File: src/rtl/vga_vram_arbiter.sv
// vga_vram_arbiter: shares one sync single-port VRAM between VGA pixel fetch and CPU access.
// Video wins in active display, CPU wins in blanking, and a wait counter bounds how long the CPU can lose.
module vga_vram_arbiter #(
    parameter int AW       = 12,
    parameter int DW       = 12,
    parameter int MAX_WAIT = 4
) (
    input  logic          clk,
    input  logic          rst_n,
    input  logic          vid_blank,
    input  logic          vid_req,
    input  logic [AW-1:0] vid_addr,
    output logic          vid_ack,
    output logic          vid_rvalid,
    output logic [DW-1:0] vid_rdata,
    input  logic          cpu_req,
    input  logic          cpu_we,
    input  logic [AW-1:0] cpu_addr,
    input  logic [DW-1:0] cpu_wdata,
    output logic          cpu_ready,
    output logic [DW-1:0] cpu_rdata,
    output logic          ram_en,
    output logic          ram_we,
    output logic [AW-1:0] ram_addr,
    output logic [DW-1:0] ram_wdata,
    input  logic [DW-1:0] ram_rdata
);
    typedef enum logic [1:0] {IDLE, GNT_VID, GNT_CPU_RD, GNT_CPU_WR} state_t;
    localparam int WW = $clog2(MAX_WAIT + 1);
    localparam logic [WW-1:0] WMAX = WW'(MAX_WAIT);

    state_t        state_q, state_d;
    logic [WW-1:0] wait_q, wait_d;
    logic [1:0]    tv_q, tv_d, to_q, to_d;
    logic          ram_en_q, ram_en_d, ram_we_q, ram_we_d, vid_ack_q, vid_ack_d;
    logic          cpu_ready_q, cpu_ready_d, vid_rvalid_q, vid_rvalid_d;
    logic [AW-1:0] ram_addr_q, ram_addr_d;
    logic [DW-1:0] ram_wdata_q, ram_wdata_d, vid_rdata_q, vid_rdata_d, cpu_rdata_q, cpu_rdata_d;
    logic          vid_elig, cpu_elig, cpu_win, vid_win, ret_vid, ret_cpu;

    always_comb begin
        vid_elig     = vid_req && !vid_ack_q;
        // tag pipe (valid tv, owner to: 1=cpu) tracks reads until their data returns
        cpu_elig     = cpu_req && !cpu_ready_q && !(tv_q[0] && to_q[0]) && !(tv_q[1] && to_q[1]);
        cpu_win      = cpu_elig && (!vid_elig || vid_blank || wait_q == WMAX);
        vid_win      = vid_elig && !cpu_win;
        state_d      = cpu_win ? (cpu_we ? GNT_CPU_WR : GNT_CPU_RD) : vid_win ? GNT_VID : IDLE;
        wait_d       = (!cpu_req || cpu_win) ? '0 : (cpu_elig && wait_q != WMAX) ? wait_q + 1'b1 : wait_q;
        ret_vid      = tv_q[1] && !to_q[1];
        ret_cpu      = tv_q[1] && to_q[1];
        tv_d         = {tv_q[0], vid_win || (cpu_win && !cpu_we)};
        to_d         = {to_q[0], cpu_win};
        ram_en_d     = state_d != IDLE;
        ram_we_d     = state_d == GNT_CPU_WR;
        vid_ack_d    = state_d == GNT_VID;
        cpu_ready_d  = ram_we_d || ret_cpu;
        vid_rvalid_d = ret_vid;
        ram_addr_d   = cpu_win ? cpu_addr : vid_win ? vid_addr : ram_addr_q;
        ram_wdata_d  = cpu_win ? cpu_wdata : ram_wdata_q;
        vid_rdata_d  = ret_vid ? ram_rdata : vid_rdata_q;
        cpu_rdata_d  = ret_cpu ? ram_rdata : cpu_rdata_q;
    end

    always_ff @(posedge clk or negedge rst_n) begin
        if (!rst_n) begin
            state_q      <= IDLE;
            wait_q       <= '0;
            tv_q         <= '0;
            to_q         <= '0;
            ram_en_q     <= 1'b0;
            ram_we_q     <= 1'b0;
            vid_ack_q    <= 1'b0;
            cpu_ready_q  <= 1'b0;
            vid_rvalid_q <= 1'b0;
            ram_addr_q   <= '0;
            ram_wdata_q  <= '0;
            vid_rdata_q  <= '0;
            cpu_rdata_q  <= '0;
        end else begin
            state_q      <= state_d;
            wait_q       <= wait_d;
            tv_q         <= tv_d;
            to_q         <= to_d;
            ram_en_q     <= ram_en_d;
            ram_we_q     <= ram_we_d;
            vid_ack_q    <= vid_ack_d;
            cpu_ready_q  <= cpu_ready_d;
            vid_rvalid_q <= vid_rvalid_d;
            ram_addr_q   <= ram_addr_d;
            ram_wdata_q  <= ram_wdata_d;
            vid_rdata_q  <= vid_rdata_d;
            cpu_rdata_q  <= cpu_rdata_d;
        end
    end

    assign ram_en     = ram_en_q;
    assign ram_we     = ram_we_q;
    assign ram_addr   = ram_addr_q;
    assign ram_wdata  = ram_wdata_q;
    assign vid_ack    = vid_ack_q;
    assign vid_rvalid = vid_rvalid_q;
    assign vid_rdata  = vid_rdata_q;
    assign cpu_ready  = cpu_ready_q;
    assign cpu_rdata  = cpu_rdata_q;
endmodule
File: config.mk
export PLATFORM = sky130hd
export DESIGN_NAME = vga_vram_arbiter
export DESIGN_NICKNAME = d
export VERILOG_FILES = /design/src/rtl/vga_vram_arbiter.sv
export SDC_FILE = /design/constraint.sdc
export NUM_CORES = 1
export LEC_CHECK = 0
export CORE_ASPECT_RATIO = 0.75
export CORE_MARGIN = 2
export CORE_UTILIZATION = 42
export DETAILED_ROUTE_END_ITERATION = 10
export PLACE_DENSITY = 0.8
export RECOVER_POWER = 50
export SETUP_SLACK_MARGIN = 0.3
export SYNTH_ARGS = -nofsm -noshare
export SYNTH_HDL_FRONTEND = slang
export SYNTH_SLANG_ARGS = --single-unit
export TNS_END_PERCENT = 50
File: constraint.sdc
create_clock -name clk -period 2.33 [get_ports clk]
set_clock_uncertainty 0.1 [all_clocks]
set_input_delay 0.466 -clock clk [delete_from_list [all_inputs] [get_ports clk]]
set_output_delay 0.466 -clock clk [all_outputs]
set_load 0.02 [all_outputs]
# After elaboration in Yosys (flattened, before gate mapping)
# Index checks and enable logic that the tools add are counted.
[op_classes]
n_addsub = 1
n_eq_ne = 4
muxes = 7
n_reduce_logical = 28
[ops]
columns = ["op", "count"]
rows = [
  ["12-bit 2-to-1 mux", 2],
  ["1-bit logical AND", 11],
  ["1-bit zero test", 9],
  ["3-bit 2-to-1 mux", 2],
  ["2-bit nonzero test", 3],
  ["1-bit logical OR", 5],
  ["3-bit by 1-bit adder with 3-bit output, second input constant", 1],
  ["3-bit equality test, second input constant", 1],
  ["3-bit inequality test, second input constant", 1],
  ["2-bit by 1-bit equality test with 1-bit output, second input constant", 1],
  ["2-bit equality test, second input constant", 1],
  ["1-bit 2-to-1 mux", 2],
  ["2-bit 2-to-1 mux", 1],
]
[totals]
regBits = 60

# Depth between registers and ports, before layout
# Gate-level depths: netlist (run 1).
[logic_depth]
depth_word = 12
mapped_depth = 7
mapped_depth_nobuf = 6

# Worst setup path after synthesis (run 1)
# Ideal clock, no wire load.
[synth_path]
path_type = "reg-to-reg"
start = "register vid_ack_q, in the netlist vid_ack"
end = "register ram_wdata_q[0], in the netlist ram_wdata[0]"
setup_time_ns = 0.125
arrival_ns = 1.596
required_ns = 2.105
path_slack_ns = 0.509
path_stages_with_launch = 7
path_buffers = 2
path_cell_list = "dfrtp_1 -> nand2b_4 -> buf_6 -> a211o_4 -> nand2_4 -> buf_12 -> mux2_4"
[synth_between]
elab_chain_cells = 6
[synth_rtl]
columns = ["item", "line", "source"]
rows = [
  ["start, declared", "35", "logic ram_en_q, ram_en_d, ram_we_q, ram_we_d, vid_ack_q, vid_ack_d;"],
  ["start signal, assigned", "86", "vid_ack_q <= vid_ack_d;"],
  ["1-bit zero test", "42", "vid_elig = vid_req && !vid_ack_q;"],
  ["1-bit logical AND", "42", ""],
  ["1-bit zero test", "45", "cpu_win = cpu_elig && (!vid_elig || vid_blank || wait_q == WMAX);"],
  ["1-bit logical OR (2 in a row)", "45", ""],
  ["1-bit logical AND", "45", ""],
  ["end signal, assigned", "90", "ram_wdata_q <= ram_wdata_d;"],
  ["end, declared", "38", "logic [DW-1:0] ram_wdata_q, ram_wdata_d, vid_rdata_q, vid_rdata_d, cpu_rdata_q, cpu_rdata_d;"],
]
# Every way passes these cells.
# A chain may end at the register's enable or synchronous reset.

# Final worst setup path (run 1)
[layout_path]
start = "input port cpu_req"
end = "register ram_addr_q[11], in the netlist ram_addr[11]"
[layout_between]
elab_chain_cells = 7
word_cells_on_any_way = 8
classes_between = "1 x mux; 7 x reduce/logical"
[layout_rtl]
columns = ["item", "line", "source"]
rows = [
  ["start, declared", "16", "input logic cpu_req,"],
  ["1-bit logical AND (*) (3 in a row)", "44", "cpu_elig = cpu_req && !cpu_ready_q && !(tv_q[0] && to_q[0]) && !(tv_q[1] && to_q[1]);"],
  ["1-bit logical AND (*)", "45", ""],
  ["1-bit zero test", "46", "vid_win = vid_elig && !cpu_win;"],
  ["1-bit logical AND", "46", ""],
  ["2-bit nonzero test (no line)", "--", ""],
  ["end signal, assigned", "89", "ram_addr_q <= ram_addr_d;"],
  ["end, declared", "37", "logic [AW-1:0] ram_addr_q, ram_addr_d;"],
]
# Every way passes the cells marked *; elsewhere a longest branch is shown, timed or not.

==> qor.txt, run 1 <==
drt initial violations = 66
startpoint class of the critical path = input pin
pwr/cell area = 1144 nW/um^2
crit path max fanout = 14
Final Routed Wirelength = 5359 um
Starting Density = 43.08%
pre-CTS setup slack = 0.1348 ns
crit share post-route = 80.29%
area delta synth->final = 53.55%
Avg WL per Cell = 14.56 um
Core Footprint = 5766 um^2
multi-input logic area = 902.1 um^2
routability cong. = 0.7218
residual DRC count = 0
post-layout min period = 1.871 ns
Slew Limit Fails = 0
Top-Level Pins = 107
most frequent cells in the layout = clkdlybuf4s50_1 (105), dfrtp_1 (60), mux2_2 (24), nand3_1 (14), mux2i_1 (13)
CTS Hold Buffers Added = 0
Worst Path Arrival = 1.97 ns
Hold Path Class = register to register
Synth top area share = 60.45%
Synth cell types = 31
share of layout cells above drive strength 1 = 22.76%
area leader, netlist = dfrtp_1
Avg Vias per Cell = 4.791
Setup Crit Path Kind = input pin to register
Congestion Overflow GR = 0
postcts setup bufs = 0
Seq cells post-synth = 60
total of max-cap violations = 0
Antenna Cells = 0
final net count = 341
CTS tree = built
peak supply drop = 0.0006427 V
post-synthesis sequential area ratio = 60.45%
Setup Viol. Count Final = 0
CP required = 2.43 ns
worst-skew pair later-pin latency = 0.32 ns
Total Routing Usage GR = 17.62%
register area = 1501 um^2
vias in the first global route = 1818
Max H-tree Level = 3
outcome = finished, final reports clean
area of the die = 6551 um^2
Hold Vio Cnt, Final = 0
DP Wirelength = 3842 um
mean post-synth cell area = 14.61 um^2
DRT antenna net count = 0
Final TNS setup = 0 ns
syn_nets = 226
CTS sink cnt = 60
Leakage = 0.001667 uW
achievable clock frequency = 0.5346 GHz
Post-Syn Area = 2484 um^2
Final WS setup = 0.4593 ns
top area cells in the synthesized netlist = dfrtp_1 (60%), mux2_2 (11%), mux2_4 (5.4%)
via count = 1763
total power = 4364 uW
CTS root buf = clkbuf_8
Worst Setup End Kind = register
die width = 92.80 um
clk buf depth = 2
antenna violations before repair = 0
fin area = 3814 um^2
most common cell after layout, fill and taps aside = clkdlybuf4s50_1
CTS-repair resized insts = 0
clock slew at reported path FFs = 0.06 ns
largest net degree at the start of global routing = 61
placed cell area = 3633 um^2
RSZ-0062 raised after global routing = false
worst relative slew slack = 3.825%
first-pass GRT wire length = 8914 um
Inserted Clock Buffers = 9
Port Buf Inserts = 106
Vert. Die Dim = 70.60 um
DRT Pass-1 Iters = 2
Worst-Margin Slew = 1.443 ns
layout filler cell count = 443
yosys warns = 0
Syn Inst Count = 170
# rows = 24
==> stage by stage <==
step / instances / utilization (%) / hold WS [ns]
final: 368 / 66.15 / 0.2878
after global routing: 368 / 66.15 / 0.2980
after CTS: 368 / 66.54 / 0.03297
after detailed placement: 352 / 63.02 / 0.2705
after global placement: 352 / 63.02 / 0.2611
after floorplan: 170 / - / 0.07041
==> metal layers <==
metal,global-route usage (%),up-vias,part of all wire (%)
met5,0,-,0
met4,3.922,0,0.21
met3,7.455,2,7.0
met2,26.09,66,46
met1,24.52,856,46
li1,-,839,-
==> final timing paths <==
check,start,endpoint,slack [ns],cells after the start
setup / recovery,cpu_req,ram_addr[11],0.46,5
hold / removal,tv_q[0],tv_q[1],0.29,0
setup reg to reg,wait_q[0],ram_wdata[5],0.53,5
hold reg to reg,tv_q[0],tv_q[1],0.29,0
max in group asynchronous,rst_n,ram_addr[9],0.80,2
min in group asynchronous,rst_n,vid_rdata[5],0.47,2
==> critical path, stage by stage <==
cell             delay (ns)
clkdlybuf4s50_1        0.57
and4b_1                0.30
nand2_4                0.18
inv_2                  0.33
o21ai_1                0.12
==> where the power goes <==
part	internal (uW)	leakage, uW	switching [uW]
Sequential	1400	0.000719	188
Combinational	999	0.000846	842
Clock	549	0.000102	382
Total	2950	0.00167	1410
==> synth_stat cells <==
cell type	number
nand2_4	1
nand2_1	5
mux2_4	9
nand4b_1	1
buf_12	1
inv_2	1
o21ai_0	2
a21o_1	1
nand2b_4	1
o21ai_1	4
o211ai_1	1
nand2b_1	1
buf_1	2
nand3_1	14
buf_6	2
clkbuf_1	1
nor2_1	1
buf_2	3
nor2b_1	2
ha_1	2
o21ai_2	8
a211o_4	1
nand4_1	1
and4b_1	1
mux2i_1	13
inv_1	2
mux2_2	24
dfrtp_1	60
a211oi_1	1
and3_1	1
mux2_1	3
==> cell type report <==
type	count	share of cell area, %
flip-flops and latches	60	39.37
repair buffers	113	28.81
multi-input cells	98	23.65
clock buffers	12	4.068
well taps	78	2.559
clock inverters	4	1.247
inverters	3	0.2953
==> logic make-up after synthesis <==
family / share of synthesized area, %
compound gates: 5.643
mux: 22.92
simple gates: 6.751
buf+inv: 3.224
fa+ha+maj: 1.007
flops: 60.45
==> flip-flops by register name (all words and copies together) (netlist names) <==
signal and flops:
tv_q 2, cpu_rdata 12, ram_we 1, vid_rvalid 1, vid_ack 1, wait_q 3, ram_addr 12, to_q 2
ram_wdata 12, vid_rdata 12, ram_en 1, cpu_ready 1
Power figures use the tool's default switching activity.
==> inputs of run 2 (changes only) <==
- CORE_UTILIZATION: 42 -> 38
- PLACE_DENSITY: 0.8 -> 0.76
- clock period: 2.33 -> 1.7 ns (I/O delays scaled with it)
==> qor.txt, run 2 (synthesized netlist as in run 1, its figures left out) <==
worst relative slew slack = 62.06% (+58 points)
achievable clock frequency = 0.6073 GHz
peak supply drop = 0.0007548 V (+17%)
Top-Level Pins = 107 (unchanged)
reg2reg setup slack = 0.05 ns (-0.48 ns)
FF-to-FF Start = wait_q[0]
crit path max fanout = 7 (-7)
DRT Pass-1 Iters = 4 (+2)
area delta synth->final = 54.21%
total power = 5678 uW (+30%)
crit path cell chain = inv_2 -> ha_4 -> a211o_4 -> nand2_8 -> mux2_4
die width = 97.35 um (+4.9%)
Internal = 3659 uW (+24%)
most common cell after layout, fill and taps aside = dfrtp_1
crit path from = wait_q[0]
Avg Vias per Cell = 4.816 (+0.53%)
Clock power frac = 22.1% (+0.8 points)
final net count = 351 (+2.9%)
cell count after placement = 361 (+2.6%)
Avg WL per Cell = 16.19 um (+11%)
CP required = 1.82 ns (-0.61 ns)
RSZ-0062 raised after global routing = true
r2r worst-path depth = 5 (unchanged)
DRT antenna net count = 0 (unchanged)
slowest stage delay, CP = 0.39 ns (-0.18 ns)
Congestion Overflow GR = 0 (unchanged)
total of max-cap violations = 0 (unchanged)
Worst path depth = 5 (unchanged)
Leakage = 0.001757 uW (+5.4%)
area of the die = 7205 um^2 (+10%)
CTS root buf = clkbuf_8
startpoint class of the critical path = register
Max H-tree Level = 3 (unchanged)
share of layout cells above drive strength 1 = 32.33% (+9.6 points)
crit share post-route = 96.87%
DP Wirelength = 4422 um (+15%)
reg2reg end = ram_wdata[6]
outcome = finished, final reports clean
routability cong. = 0.7331 (+1.6%)
residual DRC count = 0 (unchanged)
Crit path buffers/inverters = 1 (-1)
Worst setup endpoint = ram_wdata[6]
Antenna Cells = 0 (unchanged)
vias in the first global route = 1898 (+4.4%)
met3 Usage GRT = 6.767% (-0.69 points)
pwr/cell area = 1482 nW/um^2 (+30%)
Total Routing Usage GR = 18.08% (+0.46 points)
Worst-Margin Slew = 0.5691 ns (-0.8735 ns)
antenna violations before repair = 0 (unchanged)
Hold Path Class = register to register
Hold Vio Cnt, Final = 0 (unchanged)
Finished Layout Cells = 381 (+3.5%)
post-layout min period = 1.647 ns
clk buf depth = 2 (unchanged)
met2 Track Usage GR = 30.02% (+3.9 points)
drt initial violations = 62 (-6.1%)
Slew Limit Fails = 0 (unchanged)
Core Footprint = 6319 um^2 (+9.6%)
Inserted Clock Buffers = 9 (unchanged)
worst-skew pair later-pin latency = 0.33 ns (about the same)
Flop pwr share = 38.1% (+1.6 points)
kind of cell adding the most delay to the critical path = compound AO/OA/AOI/OAI gates
Worst Path Arrival = 1.76 ns (-0.21 ns)
combinational power share = 39.8% (-2.4 points)
Port Buf Inserts = 106 (unchanged)
CTS tree = built
Setup Crit Path Kind = register to register
GR Layer Usage met1 = 23.01% (-1.5 points)
CTS sink cnt = 60 (unchanged)
hold path cells = 0 (unchanged)
CP max-delay cell = a211o_4
Worst Setup End Kind = register
first-pass GRT wire length = 9977 um (+12%)
most frequent cells in the layout = dfrtp_1 (59), clkdlybuf4s50_1 (52), dlygate4sd2_1 (30), mux2_2 (24), clkbuf_1 (15)
Vert. Die Dim = 74.02 um (+4.8%)
gr busiest metal = met2
largest net degree at the start of global routing = 23 (-62%)
Final Routed Wirelength = 6167 um (+15%)
sw power = 2019 uW (+43%)
Final Util = 60.61% (-5.5 points)
Setup Viol. Count Final = 0 (unchanged)
# rows = 25 (+4.2%)
clock slew at reported path FFs = 0.07 ns (about the same)
Sw Share = 35.56% (+3.2 points)
via count = 1835 (+4.1%)
Starting Density = 39.31% (-3.8 points)
[run 2: changes by cell type in the layout (fill, tap and decap cells not counted), moves of 2 or more]
cell and change:
nand3_2 +2, buf_2 +7, clkbuf_1 +12, mux2_4 +3, mux2_1 -3, dlygate4sd2_1 +30
nand3_1 -2, clkbuf_2 +3, clkdlybuf4s50_1 -53, buf_4 +6, nand2_8 +2, buf_6 +2
[run 2: area by class of cell]
class / count / area [um^2]
Inverter: 3 / 18.77
Fill cell: 521 / 2489
Clock inverter: 4 / 48.80
Sequential cell: 60 / 1503
Timing Repair Buffer: 122 / 1027
Multi-Input combinational cell: 99 / 985.9
Tap cell: 81 / 101.3
Clock buffer: 12 / 145.1
[run 2: worst min-delay path by stage]
| stage | slack (ns) | to | startpoint |
|---|---|---|---|
| after detailed placement | 0.26 | cpu_rdata[2] | rst_n |
| after global placement | 0.24 | cpu_rdata[2] | rst_n |
| after global routing | 0.28 | to_q[1] | to_q[0] |
| final | 0.27 | to_q[1] | to_q[0] |
| after CTS | 0.28 | to_q[1] | to_q[0] |
| after floorplan | -0.06 | cpu_rdata[0] | rst_n |
[run 2: routing by layer]
metal | vias up | share of wire, %
li1 | 862 | -
met1 | 904 | 44
met2 | 64 | 50
met3 | 5 | 6.1
met4 | 0 | 0.66
met5 | - | 0
[run 2: power groups by stage]
stage               combinational (uW)  clock (uW)  sequential [uW]
floorplan                          729           0             2780
global placement                  2560           0             2190
detailed placement                2630           0             2200
CTS                               2310        1280             2170
global route                      2400        1350             2230
finish                            2260        1250             2170
[run 2: timing repair]
action / 4_1_cts / 5_1_grt
pin swaps: 2 / 2
endpoints found under the setup margin: 85 / 66
hold buffers: 1 / 0
gates resized for setup: 127 / 12
endpoints found under the hold margin: 19 / 0
buffers inserted: 1 / 1
gates cloned: 1 / 0
[run 2: stage by stage]
stage / hold slack [ns] / instance area, um^2 / setup slack [ns] / TNS [ns]
final: 0.2740 / 3830 / 0.05328 / 0
after global routing: 0.2830 / 3830 / 0.01343 / 0
after CTS: 0.2765 / 3839 / 0.05730 / 0
after detailed placement: 0.2562 / 3696 / -0.3162 / -8.296
after global placement: 0.2436 / 3696 / -0.2836 / -7.627
after floorplan: -0.05559 / 2486 / -0.05044 / -0.4539
==> inputs of run 3 (changes only) <==
- CORE_MARGIN: 2 -> unset
- TNS_END_PERCENT: 50 -> 1
==> qor.txt, run 3 (synthesized netlist as in run 1, its figures left out) <==
FF-to-FF Start = wait_q[0]
Internal = 3446 uW (-5.8%)
via count = 1838 (+0.16%)
peak supply drop = 0.0007997 V (+5.9%)
Hold Path Class = register to register
residual DRC count = 0 (unchanged)
reg2reg end = cpu_ready
cell count after placement = 360 (-0.28%)
layout filler cell count = 554 (+6.3%)
CTS sink cnt = 60 (unchanged)
Total Routing Usage GR = 18.42% (+0.34 points)
Hold Vio Cnt, Final = 0 (unchanged)
Avg WL per Cell = 15.63 um (-3.4%)
pwr/cell area = 1470 nW/um^2 (-0.87%)
Max H-tree Level = 3 (unchanged)
Inserted Clock Buffers = 9 (unchanged)
Vert. Die Dim = 72.02 um (-2.7%)
hold path cells = 0 (unchanged)
register area = 1503 um^2 (unchanged)
area of the die = 6867 um^2 (-4.7%)
first-pass GRT wire length = 9301 um (-6.8%)
achievable clock frequency = 0.6003 GHz (-1.1%)
# rows = 25 (unchanged)
drt initial violations = 71 (+15%)
multi-input logic area = 1008 um^2 (+2.3%)
Finished Layout Cells = 383 (+0.52%)
Final Util = 59.17% (-1.4 points)
Antenna Cells = 0 (unchanged)
Slew Limit Fails = 0 (unchanged)
reg2reg setup slack = 0.03 ns (-0.02 ns)
die width = 95.35 um (-2.1%)
hold path endpoint = to_q[1]
Worst-Margin Slew = 0.8193 ns (+0.2501 ns)
crit path from = wait_q[0]
DRT Pass-1 Iters = 4 (unchanged)
post-layout min period = 1.666 ns (+0.01899 ns)
Sw Share = 37.28% (+1.7 points)
worst-skew pair later-pin latency = 0.33 ns (about the same)
most frequent cells in the layout = dfrtp_1 (59), clkdlybuf4s50_1 (52), clkbuf_2 (41), mux2_2 (24), clkbuf_1 (14)
routability cong. = 0.7206 (-1.7%)
area delta synth->final = 50.53%
Leakage = 0.001725 uW (-1.8%)
Avg Vias per Cell = 4.799 (-0.36%)
outcome = finished, final reports clean
share of layout cells above drive strength 1 = 45.36% (+13 points)
HP Start = to_q[0]
antenna violations before repair = 0 (unchanged)
worst relative slew slack = 45.38% (-17 points)
Flop pwr share = 39.8% (+1.7 points)
Setup Crit Path Kind = register to register
DRT antenna net count = 0 (unchanged)
sw power = 2048 uW (+1.4%)
Final Routed Wirelength = 5986 um (-2.9%)
Core Footprint = 6319 um^2 (unchanged)
r2r worst-path depth = 6 (+1)
total of max-cap violations = 0 (unchanged)
Min Hold Slack = 0.2777 ns (+0.003650 ns)
final net count = 353 (+0.57%)
Top-Level Pins = 107 (unchanged)
Congestion Overflow GR = 0 (unchanged)
CP required = 1.82 ns (about the same)
RSZ-0062 raised after global routing = true
Starting Density = 39.31% (unchanged)
startpoint class of the critical path = register
CTS tree = built
combinational power share = 39.7% (about the same)
clk buf depth = 2 (unchanged)
crit share post-route = 97.98% (+1.1 points)
crit path max fanout = 3 (-4)
clock slew at reported path FFs = 0.07 ns (about the same)
vias in the first global route = 1884 (-0.74%)
Setup Viol. Count Final = 0 (unchanged)
Port Buf Inserts = 106 (unchanged)
largest net degree at the start of global routing = 61 (+170%)
DP Wirelength = 4016 um (-9.2%)
Worst Setup End Kind = register
Clock power frac = 20.6% (-1.5 points)
most common cell after layout, fill and taps aside = dfrtp_1
CTS root buf = clkbuf_8
Worst Path Arrival = 1.79 ns (+0.03 ns)
run 3: cell count changes in the layout (fill, tap and decap cells not counted), sizes merged:
cell         change
buf              -5
clkbuf          +36
bufinv           -1
dlygate4sd2     -30
clkinvlp         +2
run 3: area by class of cell:
type                       instances  share of cell area (%)
timing repair buffer             124                   24.97
multi-input combinational         99                   26.97
clock inverter                     5                   1.004
clock buffer                      11                   3.782
inverter                           3                  0.3681
sequential                        60                   40.19
tap                               81                   2.711
run 3: layer usage:
layer | wire (um) | vias up | GRT usage [%]
met5 | 0 | - | 0
met4 | 23 | 0 | 3.030
met3 | 437 | 3 | 7.023
met2 | 2727 | 73 | 28.41
met1 | 2797 | 901 | 25.19
li1 | - | 861 | -
run 3: power by group through the flow:
stage / registers [uW] / clock network, uW / logic (uW)
final: 2190 / 1130 / 2180
after floorplan: 2780 / 0 / 728
after CTS: 2170 / 1170 / 2330
after global placement: 2190 / 0 / 2550
after detailed placement: 2200 / 0 / 2580
after global routing: 2250 / 1250 / 2310
run 3: critical path, stage by stage (launching register included):
cell and delay (ns):
dfrtp_1 0.37, inv_2 0.06, ha_4 0.16, a211o_4 0.40
buf_6 0.15, and3_4 0.17, a21o_1 0.15
run 3: stage by stage:
step	area (um^2)	TNS, ns	setup WS (ns)	power, uW
after floorplan	2485	-0.4650	-0.05166	3508
after global placement	3676	-7.327	-0.2750	4732
after detailed placement	3676	-8.227	-0.3173	4788
after CTS	3896	0	0.06755	5673
after global routing	3739	-0.03478	-0.008545	5806
final	3739	0	0.03429	5494
run 3: how the worst max path moves through the flow:
stage / slack (ns) / end / depth (start not counted)
after floorplan: -0.05 / ram_wdata[0] / 6
after global placement: -0.27 / ram_wdata[11] / 5
after detailed placement: -0.32 / ram_addr[0] / 5
after CTS: 0.07 / cpu_ready / 6
after global routing: -0.009 / cpu_ready / 6
final: 0.03 / cpu_ready / 6
run 3: repair_timing:
| item | in CTS | in global routing |
|---|---|---|
| cloned | 1 | 0 |
| endpoints found under the hold margin | 60 | 0 |
| resized for setup | 67 | 121 |
| setup buffers | 4 | 1 |
| hold buffers | 1 | 0 |
| pin swaps | 3 | 3 |
| setup endpoints to repair | 85 | 87 |
